File: src/rtl/fast_event_counter_pkg.sv
// Shared types and helpers for fast_event_counter: default sizes, saturating add, report payload.
package fast_event_counter_pkg;

  localparam int unsigned DEFAULT_WINDOW = 16;
  localparam int unsigned DEFAULT_CNT_W  = 8;
  // Widest count the helpers carry; instances use CNT_W <= SAT_MAX_W.
  localparam int unsigned SAT_MAX_W      = 32;
  localparam int unsigned SAT_EXT_W      = SAT_MAX_W + 1;

  typedef struct packed {
    logic [SAT_MAX_W-1:0] sum;
    logic                 ovf;
  } sat_sum_t;

  typedef struct packed {
    logic [SAT_MAX_W-1:0] count;
    logic                 overrun;
    logic                 sat;
  } report_t;

  // a + b clamped to 2^w-1; ovf flags that the clamp was applied.
  function automatic sat_sum_t sat_add(input logic [SAT_MAX_W-1:0] a,
                                       input logic [SAT_MAX_W-1:0] b,
                                       input int unsigned          w);
    logic [SAT_EXT_W-1:0] full;
    logic [SAT_EXT_W-1:0] lim;
    sat_sum_t             r;
    full  = {1'b0, a} + {1'b0, b};
    lim   = (SAT_EXT_W'(1) << w) - SAT_EXT_W'(1);
    r.ovf = (full > lim);
    r.sum = r.ovf ? lim[SAT_MAX_W-1:0] : full[SAT_MAX_W-1:0];
    return r;
  endfunction

endpackage

File: src/rtl/fast_event_counter_rise_detect.sv
// Rising-edge detector for the synchronized strobe; emits a one-cycle edge gated by en.
// FAST_EVENT_COUNTER_GLITCH_FILTER_EN: require two consecutive high samples after a low.
module fast_rise_detect
  import fast_event_counter_pkg::*;
(
  input  logic fclk,
  input  logic reset,
  input  logic ev_in,
  input  logic en,
  output logic ev_edge_c
);

  logic ev_prev;

`ifdef FAST_EVENT_COUNTER_GLITCH_FILTER_EN
  logic ev_prev2;

  // History resets high so a strobe already asserted at reset exit is not an edge.
  always_ff @(posedge fclk) begin
    if (reset) begin
      ev_prev  <= 1'b1;
      ev_prev2 <= 1'b1;
    end else begin
      ev_prev  <= ev_in;
      ev_prev2 <= ev_prev;
    end
  end

  assign ev_edge_c = en & ev_in & ev_prev & ~ev_prev2;
`else
  always_ff @(posedge fclk) begin
    if (reset) begin
      ev_prev <= 1'b1;
    end else begin
      ev_prev <= ev_in;
    end
  end

  assign ev_edge_c = en & ev_in & ~ev_prev;
`endif

endmodule

File: src/rtl/fast_event_counter.sv
// Counts strobe edges per WINDOW enabled fclk cycles and reports each window over valid/ready.
// FAST_EVENT_COUNTER_GLITCH_FILTER_EN selects the two-sample edge filter in fast_rise_detect.
module fast_event_counter
  import fast_event_counter_pkg::*;
#(
  parameter int unsigned WINDOW = DEFAULT_WINDOW,
  parameter int unsigned CNT_W  = DEFAULT_CNT_W
) (
  input  logic             fclk,
  input  logic             reset,
  input  logic             ev_in,
  input  logic             en,
  output logic             m_valid,
  input  logic             m_ready,
  output logic [CNT_W-1:0] m_count,
  output logic             m_overrun,
  output logic             m_sat
);

  localparam int unsigned      WIN_W    = (WINDOW > 1) ? $clog2(WINDOW) : 1;
  localparam logic [WIN_W-1:0] WIN_LAST = WIN_W'(WINDOW - 1);

  logic             ev_edge_c;
  logic             close_c;
  logic             res_sat;
  sat_sum_t         acc_add;
  sat_sum_t         merge;

  logic [CNT_W-1:0] acc_q;
  logic [CNT_W-1:0] acc_d;
  logic             acc_sat_q;
  logic             acc_sat_d;
  logic [WIN_W-1:0] win_q;
  logic [WIN_W-1:0] win_d;
  report_t          rep_q;
  report_t          rep_d;
  logic             valid_d;

  fast_rise_detect u_rise (
    .fclk      (fclk),
    .reset     (reset),
    .ev_in     (ev_in),
    .en        (en),
    .ev_edge_c (ev_edge_c)
  );

  always_ff @(posedge fclk) begin
    if (reset) begin
      acc_q     <= '0;
      acc_sat_q <= 1'b0;
      win_q     <= '0;
      rep_q     <= '0;
      m_valid   <= 1'b0;
    end else begin
      acc_q     <= acc_d;
      acc_sat_q <= acc_sat_d;
      win_q     <= win_d;
      rep_q     <= rep_d;
      m_valid   <= valid_d;
    end
  end

  // Window/accumulator advance and report load; a stalled report absorbs new windows.
  always_comb begin
    acc_d     = acc_q;
    acc_sat_d = acc_sat_q;
    win_d     = win_q;
    rep_d     = rep_q;
    valid_d   = m_valid;

    acc_add = sat_add(SAT_MAX_W'(acc_q), SAT_MAX_W'(ev_edge_c), CNT_W);
    merge   = sat_add(rep_q.count, acc_add.sum, CNT_W);
    res_sat = acc_sat_q | acc_add.ovf;
    close_c = en & (win_q == WIN_LAST);

    if (en) begin
      if (close_c) begin
        acc_d     = '0;
        acc_sat_d = 1'b0;
        win_d     = '0;
      end else begin
        acc_d     = CNT_W'(acc_add.sum);
        acc_sat_d = res_sat;
        win_d     = win_q + WIN_W'(1);
      end
    end

    if (close_c) begin
      valid_d = 1'b1;
      if (!m_valid || m_ready) begin
        rep_d.count   = acc_add.sum;
        rep_d.overrun = 1'b0;
        rep_d.sat     = res_sat;
      end else begin
        rep_d.count   = merge.sum;
        rep_d.overrun = 1'b1;
        rep_d.sat     = rep_q.sat | res_sat | merge.ovf;
      end
    end else if (m_valid && m_ready) begin
      valid_d = 1'b0;
    end
  end

  assign m_count   = CNT_W'(rep_q.count);
  assign m_overrun = rep_q.overrun;
  assign m_sat     = rep_q.sat;

endmodule
File: config.mk
export PLATFORM = sky130hd
export DESIGN_NAME = fast_event_counter
export DESIGN_NICKNAME = d
export VERILOG_FILES = /design/src/rtl/fast_event_counter_pkg.sv /design/src/rtl/fast_event_counter_rise_detect.sv /design/src/rtl/fast_event_counter.sv
export SDC_FILE = /design/constraint.sdc
export NUM_CORES = 1
export LEC_CHECK = 0
export BUFFER_PORTS_ARGS = -buffer_cell sky130_fd_sc_hd__buf_2
export CORE_AREA = 3 3 108 110
export CTS_BUF_LIST = sky130_fd_sc_hd__clkbuf_4
export DETAILED_ROUTE_END_ITERATION = 6
export DIE_AREA = 0 0 111 113
export PLACE_DENSITY = 0.57
export SLEW_MARGIN = 20
export SYNTH_ARGS = -nofsm -noshare
export SYNTH_HDL_FRONTEND = slang
export SYNTH_SLANG_ARGS = --single-unit
File: constraint.sdc
create_clock -name fclk -period 4.08 [get_ports fclk]
set_input_delay 0.204 -clock fclk [delete_from_list [all_inputs] [get_ports fclk]]
set_output_delay 0.204 -clock fclk [all_outputs]
set_load 0.1 [all_outputs]
* Word level (Yosys, flattened, before mapping)
Cells that the tools add are included.
Operators by class: $add $sub $neg 3, $mul 0, div/mod/pow operators 0, $lt $le $gt $ge 2, eq/ne operators 1, shifts and indexed selects 0, muxes and demuxes 8, bitwise operators 7, reduce and logical (&&, ||, !) cells 4
Operators with widths (count):
- two-way mux 34 bit | 1
- adder 32 x 9 -> 33 bit | 1
- greater-than comparator 33 x 8 -> 1 bit, second input constant | 1
- two-way mux 32 bit | 1
- adder 8 x 1 -> 9 bit | 1
- greater-than comparator 9 x 8 -> 1 bit, second input constant | 1
- two-way mux 9 bit | 1
- two-way mux 8 bit | 1
- adder 4 x 1 -> 4 bit, second input constant | 1
- equality test 4 bit, second input constant | 1
- two-way mux 4 bit | 1
- bitwise AND 1 bit | 3
- two-way mux 1 bit | 3
- OR 1 bit | 3
- nonzero test 2 bit | 1
- logical AND 1 bit | 1
- zero test 1 bit | 1
- logical OR 1 bit | 1
- NOT 1 bit | 1
Word-level totals: bits in registers 49, bits in latches 0, bits in writable memories 0, bits in read-only memories 0, word-level logic and storage cells 33, memories 0

* Depth between registers and ports, before layout
Gate-level depths: netlist (run 1).
word-level depth 9, depth in mapped cells 19, mapped depth without buffers 18

* Cells and area by module
A second synthesis (run 1) with hierarchy kept.
Second synthesis, totals: cell total of the unflattened synthesis 348, area, all modules 2871.5 µm²
Modules (own cells, without submodules):
- fast_event_counter | times used 1, cells an instance 345, area each 2835.2 µm²
- fast_rise_detect | times used 1, cells an instance 3, area each 36.3 µm²

* Least setup slack after synthesis (run 1)
Ideal clock, no wire load.
kind input-to-reg, start point input en, end point register rep_q, in the netlist m_count[0], setup time 0.129 ns, data arrival time 3.749 ns, required time 3.951 ns, path slack 0.202 ns, stages on the path 19, path buffers 1, path through clkbuf_1 -> nand2_1 -> nor2_1 -> ha_1 -> ha_1 -> nand3_1 -> nor3_1 -> or2_2 -> ha_1 -> inv_1 -> fa_1 -> nand2b_1 -> a211oi_2 -> nor2_1 -> o21ai_0 -> a32o_1 -> nand4_4 -> a2111oi_2 -> a21oi_1
On the way: word-level cells in the longest chain between the ends 9
Ends and longest elaborated chain:
- start: declaration | RTL line fast_event_counter.sv:12 | input logic en,
- bitwise AND 1 bit (2 in a row) | RTL line fast_event_counter_rise_detect.sv:39 | assign ev_edge_c = en & ev_in & ~ev_prev;
- adder 8 x 1 -> 9 bit | RTL line fast_event_counter_pkg.sv:28 | full = {1'b0, a} + {1'b0, b};
- greater-than comparator 9 x 8 -> 1 bit | RTL line fast_event_counter_pkg.sv:30 | r.ovf = (full > lim);
- two-way mux 9 bit | RTL line fast_event_counter_pkg.sv:31 | r.sum = r.ovf ? lim[SAT_MAX_W-1:0] : full[SAT_MAX_W-1:0];
- adder 32 x 9 -> 33 bit | RTL line fast_event_counter_pkg.sv:28
- greater-than comparator 33 x 8 -> 1 bit | RTL line fast_event_counter_pkg.sv:30
- two-way mux 32 bit | RTL line fast_event_counter_pkg.sv:31
- two-way mux 34 bit | RTL line fast_event_counter.sv:90 | if (!m_valid || m_ready) begin
- end signal: assignment | RTL line fast_event_counter.sv:58 | rep_q <= rep_d;
- end: declaration | RTL line fast_event_counter.sv:35 | report_t rep_q;
Parallel ways exist; a longest one is shown, timed or not. A chain may end at the register's enable or synchronous reset.

* Worst setup path after layout (run 1)
start point register u_rise.ev_prev, end point register rep_q, in the netlist m_count[5]
On the way: word-level cells in the longest chain between the ends 9
Ends and longest elaborated chain:
- start: declaration | RTL line fast_event_counter_rise_detect.sv:13 | logic ev_prev;
- start signal: assignment | RTL line fast_event_counter_rise_detect.sv:35 | ev_prev <= ev_in;
- NOT 1 bit * | RTL line fast_event_counter_rise_detect.sv:39
- bitwise AND 1 bit * | RTL line fast_event_counter_rise_detect.sv:39
- adder 8 x 1 -> 9 bit * | RTL line fast_event_counter_pkg.sv:28
- greater-than comparator 9 x 8 -> 1 bit | RTL line fast_event_counter_pkg.sv:30
- two-way mux 9 bit * | RTL line fast_event_counter_pkg.sv:31
- adder 32 x 9 -> 33 bit | RTL line fast_event_counter_pkg.sv:28
- greater-than comparator 33 x 8 -> 1 bit | RTL line fast_event_counter_pkg.sv:30
- two-way mux 32 bit | RTL line fast_event_counter_pkg.sv:31
- two-way mux 34 bit * | RTL line fast_event_counter.sv:90
Every way passes the cells marked *; elsewhere a longest branch is shown, timed or not.

==> results of run 1 <==
-- placed cells by master (no fill, tap or decap), types with 3 or more instances in the layout --
cell,n
a2111oi_4,5
nor2_1,36
o21ai_0,8
ha_1,12
nor4_1,3
xor2_1,7
o21a_1,3
buf_2,15
nor2b_1,3
clkbuf_4,5
a211oi_1,6
nand2b_1,6
a2111oi_2,3
nand2_1,36
inv_1,5
a31oi_1,5
and4_1,4
o21ai_1,3
a22oi_1,8
a21oi_1,30
mux2i_1,5
and2_1,28
a21o_1,3
xnor2_1,8
o2111ai_1,4
nand3_1,7
dfxtp_1,49
o211ai_1,3
buf_4,16
or2_2,5
nor3_1,8
nand4_1,15
-- power by group through the flow --
stage               Sequential [mW]  Clock [mW]  Combinational (mW)
finish                        0.483       0.240              0.0336
floorplan                     0.493           0              0.0208
global route                  0.484       0.276              0.0374
CTS                           0.483       0.255              0.0324
global placement              0.493           0              0.0311
detailed placement            0.493           0              0.0315
-- layout make-up --
cell class | count | area (um^2)
clock inverter | 3 | 21.3
sequential | 49 | 981
clock buffer | 5 | 37.5
inverter | 6 | 22.5
multi-input combinational | 310 | 2200
tap | 140 | 175
timing repair buffer | 33 | 225
fill | 1144 | 7130
-- worst max-delay path, stage by stage, from the launching register on --
cell and delay [ns]:
dfxtp_1 0.36, nor2_2 0.05, ha_1 0.18, ha_1 0.20
buf_4 0.14, and3_2 0.24, xnor2_2 0.14, nand2_1 0.14
ha_4 0.32, and2_1 0.19, a221oi_2 0.09, buf_4 0.15
a2111oi_4 0.54, o211ai_1 0.22, o41ai_4 0.12, nand4_4 0.15
buf_12 0.17, nor4b_1 0.26, a22oi_1 0.10
-- what timing repair did --
| item | 4_1_cts | 5_1_grt |
|---|---|---|
| hold endpoints to repair | 1 | 0 |
| hold buffers | 1 | 0 |
| setup buffers | 0 | 3 |
| setup endpoints to repair | 0 | 9 |
| resized for setup | 0 | 17 |
-- state kept, by name (all words and copies together), names as in the netlist --
signal          cells
acc_q               8
rep_q              24
m_valid             1
m_sat               1
m_overrun           1
u_rise.ev_prev      1
win_q               4
acc_sat_q           1
m_count             8
-- through the flow --
| step | std cells | utilization [%] | cell area, um^2 | setup WS, ns |
|---|---|---|---|---|
| 2_1_floorplan | 391 | - | 3230 | 0.202 |
| 3_3_place_gp | 534 | 32.0 | 3450 | 0.0900 |
| 5_1_grt | 546 | 34.0 | 3670 | -0.00442 |
| 3_5_place_dp | 534 | 32.0 | 3450 | 0.0347 |
| 6_report | 546 | 34.0 | 3670 | 0.194 |
| 4_1_cts | 543 | 32.6 | 3520 | 0.0513 |
-- cell families (layout without fill, tap and decap cells) --
kind of cell	after synthesis	after routing	share of synthesized area (%)
adders and majority gates	14	14	5.66
xor gates and xnor gates	16	16	4.34
AOI/OAI and AO/OA	102	102	24.4
muxes	6	6	1.90
and+or+nand+nor	171	171	28.4
buffers and inverters	32	47	4.80
other	1	1	0.116
DFF	49	49	30.4
-- worst max-delay path by stage --
stage / start / end / slack [ns] / cells after the start
2_1_floorplan: en / m_count[0] / 0.20 / 19
3_3_place_gp: ev_in / m_sat / 0.09 / 19
3_5_place_dp: ev_in / m_sat / 0.03 / 19
4_1_cts: u_rise.ev_prev / m_sat / 0.05 / 17
5_1_grt: u_rise.ev_prev / m_count[6] / -0.004 / 18
6_report: u_rise.ev_prev / m_count[5] / 0.19 / 18
-- cell usage after synthesis, drive strengths merged (2+ instances only) --
master and instances:
o211a 2, o41ai 2, nand3 8, nand4b 2, a21oi 31, o22ai 2
nor2 38, nor3b 2, and3 2, dfxtp 49, or2 6, nand2 36
xnor2 9, o211ai 3, and4 4, ha 13, o21a 3, nand4 17
a2111oi 9, buf 13, xor2 7, nand2b 6, or3 2, nor3 10
o2111ai 4, a211o 2, a31oi 6, and2 28, a22oi 8, o21ai 11
a21o 3, mux2i 5, inv 5, nor4 3, nor2b 4, clkbuf 13
a211oi 7
-- per-layer routing --
| layer | wire length (um) | up-vias |
|---|---|---|
| li1 | - | 1460 |
| met1 | 4100 | 1407 |
| met2 | 3780 | 61 |
| met3 | 317 | 8 |
| met4 | 115 | 0 |
| met5 | 0 | - |
==> flow_metrics.env, run 1 <==
export IMPL_portBuffers=15
export IMPL_p_per_area_mw_per_mm2=206
export IMPL_synth_edff_count=0
export IMPL_drive_gt1_share_pct=18.0
export IMPL_grt_pass1_vias=2708
export IMPL_cts_tree="done"
export IMPL_core_area_mm2=0.0108
export IMPL_seqPwrFrac_pct=63.8
export IMPL_firstDrtPassIters=4
export IMPL_syn_avg_cell_area_um2=8.26
export IMPL_setup_tns_ns=0
export IMPL_period_minus_slack_ns=3.89
export IMPL_peakVddDrop_mv=0.102
export IMPL_worstSetupPathType="reg -> reg"
export IMPL_p_sw_mw=0.195
export IMPL_pin_count=16
export IMPL_place_gp_congestion=0.914
export IMPL_p_int_mw=0.562
export IMPL_finalHoldWorstSlack_ns=0.166
export IMPL_met3_usage_pct=2.67
export IMPL_track_usage_pct=13.5
export IMPL_relSlewSlack_pct=43.3
export IMPL_cp_end_kind="flop"
export IMPL_die_area_mm2=0.0125
export IMPL_yosysWarnings=0
export IMPL_clk_pin_slew_ns=0.16
export IMPL_slew_violations=0
export IMPL_fin_skew_ns=0.0168
export IMPL_antenna_found_initial=0
export IMPL_worst_path_max_fanout=8
export IMPL_leakagePower_nw=1.35
export IMPL_outcome="finished, final reports clean"
export IMPL_cts_made_buffers=5
export IMPL_netlist_area_mm2=0.00323
export IMPL_crit_arrival_ns=4.16
export IMPL_wl_per_cell_um=15.2
export IMPL_row_count=38
export IMPL_cp_required_ns=4.35
export IMPL_start_util_pct=29.9
export IMPL_grt_pass1_wl_um=13900
export IMPL_min_delay_start="reset"
export IMPL_worstHoldEndpoint="win_q[0]"
export IMPL_synth_cells=391
export IMPL_yosys_most_used_dff="dfxtp_1"
export IMPL_worstReg2RegEnd="m_count[5]"
export IMPL_ant_nets=0
export IMPL_via_per_inst=5.38
export IMPL_clk_latency_ns=0.39
export IMPL_die_h_um=113
export IMPL_grt_max_degree=27
export IMPL_ys_seq_area_share_pct=30.4
export IMPL_synth_area_leaders="dfxtp_1 (30%), and2_1 (5.4%), ha_1 (5.0%)"
export IMPL_top_usage_layer="met2"
export IMPL_nets=424
export IMPL_vias=2936
export IMPL_async_flop_share_pct=0
export IMPL_max_freq_mhz=257
export IMPL_p_total_mw=0.757
export IMPL_tightestPinTransition_ns=0.847
export IMPL_drc_errors=0
export IMPL_rr_worst_depth=18
export IMPL_clockRootBuffer="clkbuf_4"
export IMPL_crit_path_start_kind="flop"
export IMPL_ys_ff_latch=49
export IMPL_hold_path_class="in -> reg"
export IMPL_cap_violations=0
export IMPL_r2r_setup_slack_ns=0.19
export IMPL_p_clk_share_pct=31.8
export IMPL_htree_levels=2
export IMPL_antenna_cells=0
export IMPL_period_share_pct=95.2
export IMPL_synth_cell_types=68
export IMPL_die_w_um=111
export IMPL_clockBufferDepth=2
export IMPL_hold_viol_final=0
export IMPL_drtIter0Drc=190
export IMPL_hpwl_um=6240
export IMPL_hold_path_depth=2
export IMPL_met1_usage_pct=18.7
export IMPL_setup_viol=0
export IMPL_pwr_share_comb_pct=4.4
export IMPL_switching_share_pct=25.8
export IMPL_grt_overflow_total=0
export IMPL_grt_use_met2_pct=21.0
export IMPL_synth_nets=410
export IMPL_synthToLayoutAreaGrowth_pct=13.6
export IMPL_r2r_start="u_rise.ev_prev"
export IMPL_yosys_area_top_type_share_pct=30.4
export IMPL_drt_total_wl_um=8320
export IMPL_cts_sinks=49
export IMPL_yosysTopAreaCell="dfxtp_1"
Power figures use the tool's default switching activity.
==> run 2: changes to the inputs <==
==> constraint.sdc (replaced) <==
create_clock -name fclk -period 4.08 [get_ports fclk]
set_input_delay 0.408 -clock fclk [delete_from_list [all_inputs] [get_ports fclk]]
set_output_delay 0.408 -clock fclk [all_outputs]
set_load 0.1 [all_outputs]
==> flow_metrics.env, run 2 (synthesized netlist as in run 1, its figures left out) <==
export IMPL_hpwl_um=5860
export IMPL_outcome="finished, final reports clean"
export IMPL_setup_tns_ns=0
export IMPL_row_count=38
export IMPL_clk_latency_ns=0.37
export IMPL_start_util_pct=29.9
export IMPL_worstSetupEndpoint="m_count[2]"
export IMPL_die_h_um=113
export IMPL_die_w_um=111
export IMPL_cts_hold_buf=0
export IMPL_htree_levels=2
export IMPL_max_freq_mhz=264
export IMPL_cp_end_kind="flop"
export IMPL_cts_made_buffers=5
export IMPL_nets=417
export IMPL_final_cells=540
export IMPL_drtIter0Drc=233
export IMPL_wl_per_cell_um=14.3
export IMPL_vias=2862
export IMPL_drt_total_wl_um=7730
export IMPL_rr_worst_depth=19
export IMPL_peakVddDrop_mv=0.103
export IMPL_startpoint="u_rise.ev_prev"
export IMPL_grt_overflow_total=0
export IMPL_grt_pass1_wl_um=13000
export IMPL_portBuffers=15
export IMPL_drive_gt1_share_pct=15.8
export IMPL_synthToLayoutAreaGrowth_pct=10.0
export IMPL_largest_register_ffs=24
export IMPL_worst_path_max_fanout=8
export IMPL_cts_tree="done"
export IMPL_die_area_mm2=0.0125
export IMPL_antenna_found_initial=1
export IMPL_worstReg2RegEnd="m_count[2]"
export IMPL_dp_cells=531
export IMPL_r2r_start="u_rise.ev_prev"
export IMPL_cap_violations=0
export IMPL_clockRootBuffer="clkbuf_4"
export IMPL_ant_nets=0
export IMPL_cp_required_ns=4.38
export IMPL_grt_max_degree=26
export IMPL_core_area_mm2=0.0108
export IMPL_slew_violations=0
export IMPL_hold_path_class="in -> reg"
export IMPL_period_share_pct=92.8
export IMPL_crit_arrival_ns=4.09
export IMPL_fin_skew_ns=0.0127
export IMPL_p_per_area_mw_per_mm2=228
export IMPL_tightestPinTransition_ns=0.713
export IMPL_rsz0062_at_grt="no"
export IMPL_clockBufferDepth=2
export IMPL_r2r_setup_slack_ns=0.29
export IMPL_leakagePower_nw=1.31
export IMPL_firstDrtPassIters=4
export IMPL_drc_errors=0
export IMPL_final_util_pct=32.9
export IMPL_place_area_mm2=0.00344
export IMPL_hold_path_depth=2
export IMPL_worstSetupPathType="reg -> reg"
export IMPL_relSlewSlack_pct=52.3
export IMPL_period_minus_slack_ns=3.79
export IMPL_final_cell_mix="dfxtp_1 (49), nor2_1 (37), nand2_1 (36)"
export IMPL_pin_count=16
export IMPL_crit_path_start_kind="flop"
export IMPL_place_gp_congestion=0.913
export IMPL_layout_commonest_cell="dfxtp_1"
export IMPL_track_usage_pct=12.3
export IMPL_setup_viol=0
export IMPL_grt_pass1_vias=2620
export IMPL_clk_pin_slew_ns=0.15
export IMPL_hold_viol_final=0
export IMPL_via_per_inst=5.30
export IMPL_cts_sinks=49
export IMPL_fin_area_mm2=0.00355
export IMPL_top_register="rep_q"
## run 2: changes by cell type in the layout (fill, tap and decap cells not counted), sizes merged
cell         change
dlygate4sd3      -1
bufinv           +1
buf              -6
clkbuf           +1
inv              -1
diode            +1
clkinv           -1
## run 2: power breakdown
| part | switching [mW] | internal, mW | total [mW] |
|---|---|---|---|
| Sequential | 0.00179 | 0.481 | 0.483 |
| Combinational | 0.0198 | 0.0101 | 0.0299 |
| Clock | 0.161 | 0.135 | 0.296 |
| Total | 0.183 | 0.626 | 0.809 |
## run 2: through the flow
stage / power (mW) / setup slack [ns] / hold slack [ns]
after floorplan: 0.514 / 0.104 / 0.467
after global placement: 0.523 / -0.00116 / 0.477
after detailed placement: 0.523 / 0.00218 / 0.481
after CTS: 0.822 / 0.181 / 0.207
after global routing: 0.844 / 0.0171 / 0.213
final: 0.809 / 0.294 / 0.225
## run 2: cell type report
| class | count | area (um^2) |
|---|---|---|
| clock inverter | 2 | 33.8 |
| clock buffer | 6 | 45.0 |
| multi-input combinational | 310 | 2140 |
| fill | 1142 | 7240 |
| tap | 140 | 175 |
| antenna | 1 | 2.50 |
| timing repair buffer | 26 | 158 |
| sequential | 49 | 981 |
| inverter | 6 | 22.5 |
## run 2: how the worst min path moves through the flow
| stage | end | start | slack [ns] |
|---|---|---|---|
| 4_1_cts | u_rise.ev_prev | ev_in | 0.21 |
| 3_3_place_gp | m_overrun | m_overrun | 0.48 |
| 5_1_grt | u_rise.ev_prev | ev_in | 0.21 |
| 2_1_floorplan | acc_q[0] | acc_q[0] | 0.47 |
| 6_report | u_rise.ev_prev | ev_in | 0.23 |
| 3_5_place_dp | m_overrun | m_overrun | 0.48 |
## run 2: routing by layer
layer	vias to the layer above	global-route usage (%)	share of wire, %
met3	11	2.25	5.2
li1	1443	-	-
met2	78	19.4	46
met5	-	0	0
met1	1330	17.1	47
met4	0	3.78	1.6
## run 2: critical path, stage by stage, from the launching register on
cell      delay (ns)
dfxtp_1         0.33
nor2_1          0.15
ha_1            0.17
ha_1            0.20
nand3_1         0.13
nor3_2          0.21
or2_2           0.17
ha_1            0.17
inv_1           0.06
fa_1            0.38
nand2b_2        0.23
a211oi_2        0.22
nor2_1          0.11
o21ai_1         0.23
buf_4           0.15
mux2_2          0.36
nand4_1         0.11
nor2_2          0.04
buf_4           0.16
a22oi_1         0.15
## run 2: repair_timing
item                       in CTS  in global routing
setup endpoints to repair       0                  9
gates resized for setup         0                  9
buffers inserted                0                  0
